$ cat config.mk
export PLATFORM = sky130hd
export DESIGN_NAME = cordic_frontend_flat
export DESIGN_NICKNAME = d
export VERILOG_FILES = /design/src/rtl/cordic_frontend_if.sv /design/src/rtl/cordic_frontend.sv /design/src/flat_wrapper.sv
export SDC_FILE = /design/constraint.sdc
export NUM_CORES = 1
export LEC_CHECK = 0
export BUFFER_PORTS_ARGS = -buffer_cell sky130_fd_sc_hd__buf_2
export CORE_AREA = 2 2 106 108
export CTS_CLUSTER_DIAMETER = 200
export CTS_CLUSTER_SIZE = 14
export DETAILED_ROUTE_END_ITERATION = 7
export DIE_AREA = 0 0 108 110
export GPL_ROUTABILITY_DRIVEN = 0
export PLACE_DENSITY = 0.87
export REMOVE_ABC_BUFFERS = 1
export SKIP_LAST_GASP = 1
export SYNTH_ARGS = -nofsm -noshare
export SYNTH_HDL_FRONTEND = slang
export SYNTH_SLANG_ARGS = --single-unit
$ cat constraint.sdc
create_clock -name clk -period 4.7 [get_ports clk]
set_input_delay 0.94 -clock clk [delete_from_list [all_inputs] [get_ports clk]]
set_output_delay 0.94 -clock clk [all_outputs]
set_load 0.1 [all_outputs]
$ cat src/rtl/cordic_frontend_if.sv
// ---------------------------------------------------------------------------
// cordic_frontend_if
// Request/response bundle between an upstream requester and cordic_frontend.
//   Request side : in_valid, in_ready, angle_in, x_in, y_in, arctan_en_in
//   Pipeline side: degree_out, x_out, y_out, sector_out, arctan_en_out,
//                  out_valid, result_valid
// Modports:
//   master - requester / consumer view (drives the request fields)
//   slave  - frontend view (drives in_ready and all pipeline-side outputs)
// ---------------------------------------------------------------------------
interface cordic_frontend_if #(
  parameter int DATA_WIDTH        = 16,
  parameter int SECTOR_FLAG_WIDTH = 2
);
  logic                                in_valid;
  logic                                in_ready;
  logic signed [DATA_WIDTH-1:0]        angle_in;
  logic signed [DATA_WIDTH-1:0]        x_in;
  logic signed [DATA_WIDTH-1:0]        y_in;
  logic                                arctan_en_in;
  logic signed [DATA_WIDTH-1:0]        degree_out;
  logic signed [DATA_WIDTH-1:0]        x_out;
  logic signed [DATA_WIDTH-1:0]        y_out;
  logic        [SECTOR_FLAG_WIDTH-1:0] sector_out;
  logic                                arctan_en_out;
  logic                                out_valid;
  logic                                result_valid;

  modport master (
    output in_valid, angle_in, x_in, y_in, arctan_en_in,
    input  in_ready, degree_out, x_out, y_out, sector_out, arctan_en_out,
           out_valid, result_valid
  );

  modport slave (
    input  in_valid, angle_in, x_in, y_in, arctan_en_in,
    output in_ready, degree_out, x_out, y_out, sector_out, arctan_en_out,
           out_valid, result_valid
  );
endinterface

$ cat src/rtl/cordic_frontend.sv
// ---------------------------------------------------------------------------
// cordic_frontend
// Range reduction and input handshake ahead of the CORDIC pipeline.
//   Rotation: wraps a Q7.8 radian angle into [-pi, pi], folds it into
//             [0, pi/2] and emits the matching 2-bit sector flag.
//   Arctan  : mirrors the vector into the right half-plane (sector 2 when
//             mirrored, 0 otherwise), degree forced to 0.
//   A tag delay line of PIPE_LATENCY bits marks when pipeline results are
//   valid.
// Ports:
//   clk   - clock
//   reset - asynchronous, active-low reset
//   bus   - cordic_frontend_if.slave (request handshake + pipeline drive)
// Build option:
//   CORDIC_FRONTEND_WRAP_EN defined   : iterative WRAP state reduces any angle
//   CORDIC_FRONTEND_WRAP_EN undefined : angles saturate to +/-pi at capture,
//                                       latency is always one cycle
// ---------------------------------------------------------------------------
module cordic_frontend #(
  parameter int                            DATA_WIDTH        = 16,
  parameter int                            SECTOR_FLAG_WIDTH = 2,
  parameter int                            PIPE_LATENCY      = 9,
  parameter logic signed [DATA_WIDTH-1:0]  PI_Q              = 16'sh0324,
  parameter logic signed [DATA_WIDTH-1:0]  HALF_PI_Q         = 16'sh0192,
  parameter logic signed [DATA_WIDTH-1:0]  TWO_PI_Q          = 16'sh0648
) (
  input logic              clk,
  input logic              reset,
  cordic_frontend_if.slave bus
);

  // One extra bit so a wrap step on a full-scale angle cannot overflow.
  localparam int AW = DATA_WIDTH + 1;

  localparam logic signed [AW-1:0]         PI_A      = AW'(PI_Q);
  localparam logic signed [AW-1:0]         HALF_PI_A = AW'(HALF_PI_Q);
  localparam logic signed [AW-1:0]         TWO_PI_A  = AW'(TWO_PI_Q);
  localparam logic signed [DATA_WIDTH-1:0] MIN_D     = {1'b1, {(DATA_WIDTH-1){1'b0}}};
  localparam logic signed [DATA_WIDTH-1:0] MAX_D     = {1'b0, {(DATA_WIDTH-1){1'b1}}};

`ifdef CORDIC_FRONTEND_WRAP_EN
  typedef enum logic [1:0] {ST_IDLE = 2'd0, ST_WRAP = 2'd1, ST_FOLD = 2'd2} state_t;
`else
  typedef enum logic [1:0] {ST_IDLE = 2'd0, ST_FOLD = 2'd2} state_t;
`endif

  // Two's-complement negate; the most negative code has no positive twin.
  function automatic logic signed [DATA_WIDTH-1:0] neg_sat(
    input logic signed [DATA_WIDTH-1:0] v);
    if (v == MIN_D) neg_sat = MAX_D;
    else            neg_sat = -v;
  endfunction

  function automatic logic signed [AW-1:0] clamp_pi(input logic signed [AW-1:0] v);
    if (v > PI_A)       clamp_pi = PI_A;
    else if (v < -PI_A) clamp_pi = -PI_A;
    else                clamp_pi = v;
  endfunction

  function automatic logic signed [AW-1:0] wrap_step(input logic signed [AW-1:0] v);
    if (v > PI_A)       wrap_step = v - TWO_PI_A;
    else if (v < -PI_A) wrap_step = v + TWO_PI_A;
    else                wrap_step = v;
  endfunction

  function automatic logic in_range(input logic signed [AW-1:0] v);
    in_range = (v >= -PI_A) && (v <= PI_A);
  endfunction

  state_t                         state_q, state_d;
  logic signed [AW-1:0]           a_q, a_d;
  logic signed [DATA_WIDTH-1:0]   x_q, x_d;
  logic signed [DATA_WIDTH-1:0]   y_q, y_d;
  logic                           mode_q, mode_d;
  logic signed [DATA_WIDTH-1:0]   deg_q, deg_d;
  logic signed [DATA_WIDTH-1:0]   xo_q, xo_d;
  logic signed [DATA_WIDTH-1:0]   yo_q, yo_d;
  logic [SECTOR_FLAG_WIDTH-1:0]   sec_q, sec_d;
  logic                           aten_q, aten_d;
  logic                           ov_q, ov_d;
  logic [PIPE_LATENCY-1:0]        tag_q;

  logic signed [AW-1:0]           angle_ext;
  logic signed [DATA_WIDTH-1:0]   fold_deg;
  logic [SECTOR_FLAG_WIDTH-1:0]   fold_sec;

  assign angle_ext = AW'(bus.angle_in);

  // Quadrant fold of a reduced angle in [-pi, pi]; result fits DATA_WIDTH.
  always_comb begin
    fold_deg = DATA_WIDTH'(a_q);
    fold_sec = '0;
    if (a_q > HALF_PI_A) begin
      fold_deg = DATA_WIDTH'(PI_A - a_q);
      fold_sec = SECTOR_FLAG_WIDTH'(1);
    end else if (!a_q[AW-1]) begin
      fold_deg = DATA_WIDTH'(a_q);
      fold_sec = SECTOR_FLAG_WIDTH'(0);
    end else if (a_q >= -HALF_PI_A) begin
      fold_deg = DATA_WIDTH'(-a_q);
      fold_sec = SECTOR_FLAG_WIDTH'(3);
    end else begin
      fold_deg = DATA_WIDTH'(a_q + PI_A);
      fold_sec = SECTOR_FLAG_WIDTH'(2);
    end
  end

  always_comb begin
    state_d = state_q;
    a_d     = a_q;
    x_d     = x_q;
    y_d     = y_q;
    mode_d  = mode_q;
    deg_d   = deg_q;
    xo_d    = xo_q;
    yo_d    = yo_q;
    sec_d   = sec_q;
    aten_d  = aten_q;
    ov_d    = 1'b0;
    case (state_q)
      ST_IDLE: begin
        if (bus.in_valid) begin
          x_d    = bus.x_in;
          y_d    = bus.y_in;
          mode_d = bus.arctan_en_in;
          if (bus.arctan_en_in) begin
            a_d     = '0;
            state_d = ST_FOLD;
          end else begin
`ifdef CORDIC_FRONTEND_WRAP_EN
            a_d     = angle_ext;
            state_d = in_range(angle_ext) ? ST_FOLD : ST_WRAP;
`else
            a_d     = clamp_pi(angle_ext);
            state_d = ST_FOLD;
`endif
          end
        end
      end
`ifdef CORDIC_FRONTEND_WRAP_EN
      // Leave as soon as the freshly stepped value is in range, so N steps
      // cost exactly N cycles here.
      ST_WRAP: begin
        a_d = wrap_step(a_q);
        if (in_range(a_d)) state_d = ST_FOLD;
      end
`endif
      ST_FOLD: begin
        aten_d  = mode_q;
        ov_d    = 1'b1;
        state_d = ST_IDLE;
        if (mode_q) begin
          deg_d = '0;
          if (x_q[DATA_WIDTH-1]) begin
            xo_d  = neg_sat(x_q);
            yo_d  = neg_sat(y_q);
            sec_d = SECTOR_FLAG_WIDTH'(2);
          end else begin
            xo_d  = x_q;
            yo_d  = y_q;
            sec_d = SECTOR_FLAG_WIDTH'(0);
          end
        end else begin
          deg_d = fold_deg;
          xo_d  = x_q;
          yo_d  = y_q;
          sec_d = fold_sec;
        end
      end
      default: state_d = ST_IDLE;
    endcase
  end

  // Capture / reduction / output register stage
  always_ff @(posedge clk or negedge reset) begin
    if (!reset) begin
      state_q <= ST_IDLE;
      a_q     <= '0;
      x_q     <= '0;
      y_q     <= '0;
      mode_q  <= 1'b0;
      deg_q   <= '0;
      xo_q    <= '0;
      yo_q    <= '0;
      sec_q   <= '0;
      aten_q  <= 1'b0;
      ov_q    <= 1'b0;
      tag_q   <= '0;
    end else begin
      state_q <= state_d;
      a_q     <= a_d;
      x_q     <= x_d;
      y_q     <= y_d;
      mode_q  <= mode_d;
      deg_q   <= deg_d;
      xo_q    <= xo_d;
      yo_q    <= yo_d;
      sec_q   <= sec_d;
      aten_q  <= aten_d;
      ov_q    <= ov_d;
      tag_q   <= {tag_q[PIPE_LATENCY-2:0], ov_q};
    end
  end

  assign bus.in_ready      = (state_q == ST_IDLE);
  assign bus.degree_out    = deg_q;
  assign bus.x_out         = xo_q;
  assign bus.y_out         = yo_q;
  assign bus.sector_out    = sec_q;
  assign bus.arctan_en_out = aten_q;
  assign bus.out_valid     = ov_q;
  assign bus.result_valid  = tag_q[PIPE_LATENCY-1];

endmodule
$ cat src/flat_wrapper.sv
// flat-port wrapper written by rule: the top's interface ports become plain ports
module cordic_frontend_flat 
#(
  parameter int                            DATA_WIDTH        = 16,
  parameter int                            SECTOR_FLAG_WIDTH = 2,
  parameter int                            PIPE_LATENCY      = 9,
  parameter logic signed [DATA_WIDTH-1:0]  PI_Q              = 16'sh0324,
  parameter logic signed [DATA_WIDTH-1:0]  HALF_PI_Q         = 16'sh0192,
  parameter logic signed [DATA_WIDTH-1:0]  TWO_PI_Q          = 16'sh0648
)
  (clk, reset, bus_in_valid, bus_angle_in, bus_x_in, bus_y_in, bus_arctan_en_in, bus_in_ready, bus_degree_out, bus_x_out, bus_y_out, bus_sector_out, bus_arctan_en_out, bus_out_valid, bus_result_valid);
  cordic_frontend_if #(.DATA_WIDTH(DATA_WIDTH), .SECTOR_FLAG_WIDTH(SECTOR_FLAG_WIDTH)) bus_i ();
  input logic clk;
  input logic reset;
  input wire logic [$bits(bus_i.in_valid)-1:0] bus_in_valid;
  input wire logic [$bits(bus_i.angle_in)-1:0] bus_angle_in;
  input wire logic [$bits(bus_i.x_in)-1:0] bus_x_in;
  input wire logic [$bits(bus_i.y_in)-1:0] bus_y_in;
  input wire logic [$bits(bus_i.arctan_en_in)-1:0] bus_arctan_en_in;
  output wire logic [$bits(bus_i.in_ready)-1:0] bus_in_ready;
  output wire logic [$bits(bus_i.degree_out)-1:0] bus_degree_out;
  output wire logic [$bits(bus_i.x_out)-1:0] bus_x_out;
  output wire logic [$bits(bus_i.y_out)-1:0] bus_y_out;
  output wire logic [$bits(bus_i.sector_out)-1:0] bus_sector_out;
  output wire logic [$bits(bus_i.arctan_en_out)-1:0] bus_arctan_en_out;
  output wire logic [$bits(bus_i.out_valid)-1:0] bus_out_valid;
  output wire logic [$bits(bus_i.result_valid)-1:0] bus_result_valid;
  assign bus_i.in_valid = bus_in_valid;
  assign bus_i.angle_in = bus_angle_in;
  assign bus_i.x_in = bus_x_in;
  assign bus_i.y_in = bus_y_in;
  assign bus_i.arctan_en_in = bus_arctan_en_in;
  assign bus_in_ready = bus_i.in_ready;
  assign bus_degree_out = bus_i.degree_out;
  assign bus_x_out = bus_i.x_out;
  assign bus_y_out = bus_i.y_out;
  assign bus_sector_out = bus_i.sector_out;
  assign bus_arctan_en_out = bus_i.arctan_en_out;
  assign bus_out_valid = bus_i.out_valid;
  assign bus_result_valid = bus_i.result_valid;
  cordic_frontend #(.DATA_WIDTH(DATA_WIDTH), .SECTOR_FLAG_WIDTH(SECTOR_FLAG_WIDTH), .PIPE_LATENCY(PIPE_LATENCY), .PI_Q(PI_Q), .HALF_PI_Q(HALF_PI_Q), .TWO_PI_Q(TWO_PI_Q)) u_core (.clk(clk), .reset(reset), .bus(bus_i));
endmodule
==> flow_metrics.env <==
export IMPL_r2r_start="u_core.a_q[15]"
export IMPL_power_switching_share=0.500
export IMPL_gr_total_overflow=0
export IMPL_cp_required_ps=4980
export IMPL_powerDensity_nw_per_um2=502
export IMPL_startpoint_type="flip-flop"
export IMPL_grt_util_all_layers=0.255
export IMPL_synth_edf_count=0
export IMPL_rsz0062_at_grt="no"
export IMPL_synth_top_area_cell="dfrtp_1"
export IMPL_slew_viol_final=0
export IMPL_drt_iter0_markers=456
export IMPL_cap_violations=0
export IMPL_io_pins=106
export IMPL_crit_type="reg2reg"
export IMPL_drive_gt1_frac=0.193
export IMPL_postRouteAntennaNets=0
export IMPL_viasPerCell=6.01
export IMPL_slew_headroom=0.299
export IMPL_ir_drop_mv=0.278
export IMPL_via_count=5293
export IMPL_cts_htree_levels=3
export IMPL_path_max_fanout=18
export IMPL_seq_power_share=0.388
export IMPL_p_clk_frac=0.171
export IMPL_drt_pass1_iter_count=5
export IMPL_dp_slack_ps=1580
export IMPL_path_clk_slew_ps=100
export IMPL_drt_total_wl_um=14600
export IMPL_synth_top_family_by_area="compound AO/OA/AOI/OAI gates"
export IMPL_synth_area_leaders="dfrtp_1 (48%), nand2_1 (7.0%), o21ai_0 (4.6%), nor2_1 (4.2%), a31oi_1 (2.9%)"
export IMPL_grt_pass1_vias=5142
export IMPL_die_y_um=110
export IMPL_wire_per_inst_um=16.6
export IMPL_ctsHoldBuffers=0
export IMPL_status="completed"
export IMPL_fin_nets=796
export IMPL_syn_area_um2=5830
export IMPL_hold_start="u_core.tag_q[1]"
export IMPL_synth_main_ff_cell="dfrtp_1"
export IMPL_fmax_mhz=311
export IMPL_switching_power_uw=1650
export IMPL_clkLatencyLatePin_ps=380
export IMPL_synthXorXnorAreaFrac=0.0391
export IMPL_internal_power_uw=1650
export IMPL_hp_class="reg2reg"
export IMPL_fp_dieArea_um2=11900
export IMPL_syn_avg_cell_area_um2=8.90
export IMPL_initial_core_util=0.545
export IMPL_synth_mux_area_fraction=0.00730
export IMPL_min_period_ps=3220
export IMPL_routed_wl_met2_um=7250
export IMPL_tightest_slew_ps=1050
export IMPL_grt_max_degree=87
export IMPL_post_synth_top_count_cell="dfrtp_1"
export IMPL_dp_hpwl_um=10200
export IMPL_finalSetupViolations=0
export IMPL_rows=38
export IMPL_dr_wl_met3_um=1010
export IMPL_yosysTopAreaCellShare=0.476
export IMPL_period_share=0.685
export IMPL_critPathArrivalTime_ps=3500
export IMPL_die_w_um=108
export IMPL_root_buffer="clkbuf_8"
export IMPL_synth_cell_types=68
export IMPL_total_power_uw=3290
export IMPL_crit_start="u_core.a_q[15]"
export IMPL_cts_setup_buffers=0
export IMPL_hold_violations=0
export IMPL_area_growth_syn_to_layout_pct=12.4
export IMPL_synth_commonest_cells="dfrtp_1 (111), nand2_1 (108), nor2_1 (66)"
export IMPL_crit_path_end_kind="flip-flop"
export IMPL_yosysWarnings=0
export IMPL_synth_seq_cells=111
export IMPL_yosys_area_share_simple=0.195
export IMPL_ys_async_sr_fraction=1.00
export IMPL_core_area_um2=10700
export IMPL_wl_met1_um=5940
export IMPL_antenna_cells=0
export IMPL_clock_skew_ps=6.94
export IMPL_p_leak_uw=0.00305
export IMPL_post_cts_resized=0
export IMPL_tns_ps=0
export IMPL_combPwrFrac=0.442
export IMPL_netlist_instances=655
export IMPL_portBuffers=105
export IMPL_cts_made_buffers=9
export IMPL_grt_pass1_wl_um=24000
export IMPL_fillers=908
export IMPL_clkSinkCount=111
export IMPL_synth_compound_area_share=0.207
export IMPL_synth_fa_ha_area_frac=0.0193
export IMPL_drc=0
export IMPL_antenna_found_initial=0
export IMPL_clock_path_buffers=2
export IMPL_tritoncts="yes"
export IMPL_setup_slack_ps=1480
export IMPL_top_layer="met4"
export IMPL_yosysSeqAreaShare=0.476
[placed cells by master (no fill, tap or decap), types with 3 or more instances in the layout]
cell type,netlist,final
dfrtp_1,111,110
nand2_1,108,108
buf_2,5,104
nor2_1,66,66
o21ai_0,53,53
a21oi_1,29,29
inv_1,27,27
a31oi_1,27,27
nand3_1,18,18
nor3_1,14,14
xnor2_1,13,13
xor2_1,13,13
a22o_1,12,12
clkbuf_8,2,11
o31ai_1,9,9
o22ai_1,9,9
ha_1,9,9
buf_4,0,7
nand4_1,6,6
nor4_1,6,6
nand2b_1,5,5
a211oi_1,4,4
o311ai_0,4,4
o221ai_1,4,4
and4_1,3,3
and2_1,3,3
o2bb2ai_1,3,3
nor2b_1,3,3
o211ai_1,3,3
or3_1,3,3
[per-layer routing]
metal,track usage,vias to the layer above
met5,0,-
met4,0.113,0
li1,-,2489
met1,0.322,2518
met3,0.0435,38
met2,0.434,248
[critical path, stage by stage (launching register included)]
cell     delay, ps
dfrtp_1        600
or3_2          560
a311o_2        370
ha_1           400
o41a_1         480
and4_4         290
a31oi_2         40
xnor2_1        160
a22o_1         200
[worst paths after layout]
kind / slack [ps] / cells after the start / endpoint
max in group asynchronous: 3010 / 2 / u_core.bus.y_out[14]
setup reg to reg: 1480 / 8 / u_core.bus.degree_out[10]
hold / removal: 350 / 0 / u_core.tag_q[2]
setup / recovery: 1480 / 8 / u_core.bus.degree_out[10]
hold reg to reg: 350 / 0 / u_core.tag_q[2]
min in group asynchronous: 720 / 1 / u_core.tag_q[8]
[power by group through the flow]
| stage | Sequential (µW) | Clock (µW) | Combinational [µW] |
|---|---|---|---|
| global route | 1300 | 613 | 1540 |
| finish | 1280 | 562 | 1450 |
| floorplan | 2020 | 0 | 410 |
| global placement | 1280 | 0 | 1420 |
| CTS | 1270 | 574 | 1450 |
| detailed placement | 1290 | 0 | 1450 |
[registers in the layout, summed over array words and instances, names as in the netlist]
register,flops
u_core.a_q,16
u_core.bus.degree_out,16
u_core.bus.x_out,16
u_core.bus.y_out,16
u_core.x_q,16
u_core.y_q,16
u_core.tag_q,9
u_core.bus.sector_out,2
u_core.bus.arctan_en_out,1
u_core.bus.out_valid,1
u_core.mode_q,1
u_core.state_q,1
[cell families (layout without fill, tap and decap cells)]
| group | after synthesis | after routing |
|---|---|---|
| XOR/XNOR | 26 | 26 |
| multiplexers | 4 | 4 |
| AO/OA/AOI/OAI | 183 | 183 |
| flip-flops | 111 | 111 |
| adder cells (fa/ha/maj) | 9 | 9 |
| AND/OR/NAND/NOR | 251 | 251 |
| buffers and inverters | 71 | 156 |
[through the flow]
step	utilization	cells	hold slack, ps	cell area, µm²
2_1_floorplan	-	613	331	5610
3_3_place_gp	0.595	864	333	6360
3_5_place_dp	0.595	864	336	6360
4_1_cts	0.613	880	354	6560
5_1_grt	0.613	880	378	6560
6_report	0.613	880	352	6560
[cell type report]
cell class | count | area [µm²] | share of cell area
clock buffer | 11 | 151 | 0.0231
clock inverter | 5 | 40.0 | 0.00611
inverter | 29 | 109 | 0.0166
multi-input combinational | 473 | 2730 | 0.416
sequential | 111 | 2780 | 0.424
tap | 140 | 175 | 0.0267
timing repair buffer | 111 | 573 | 0.0874
(Power assumes the default switching activity.)
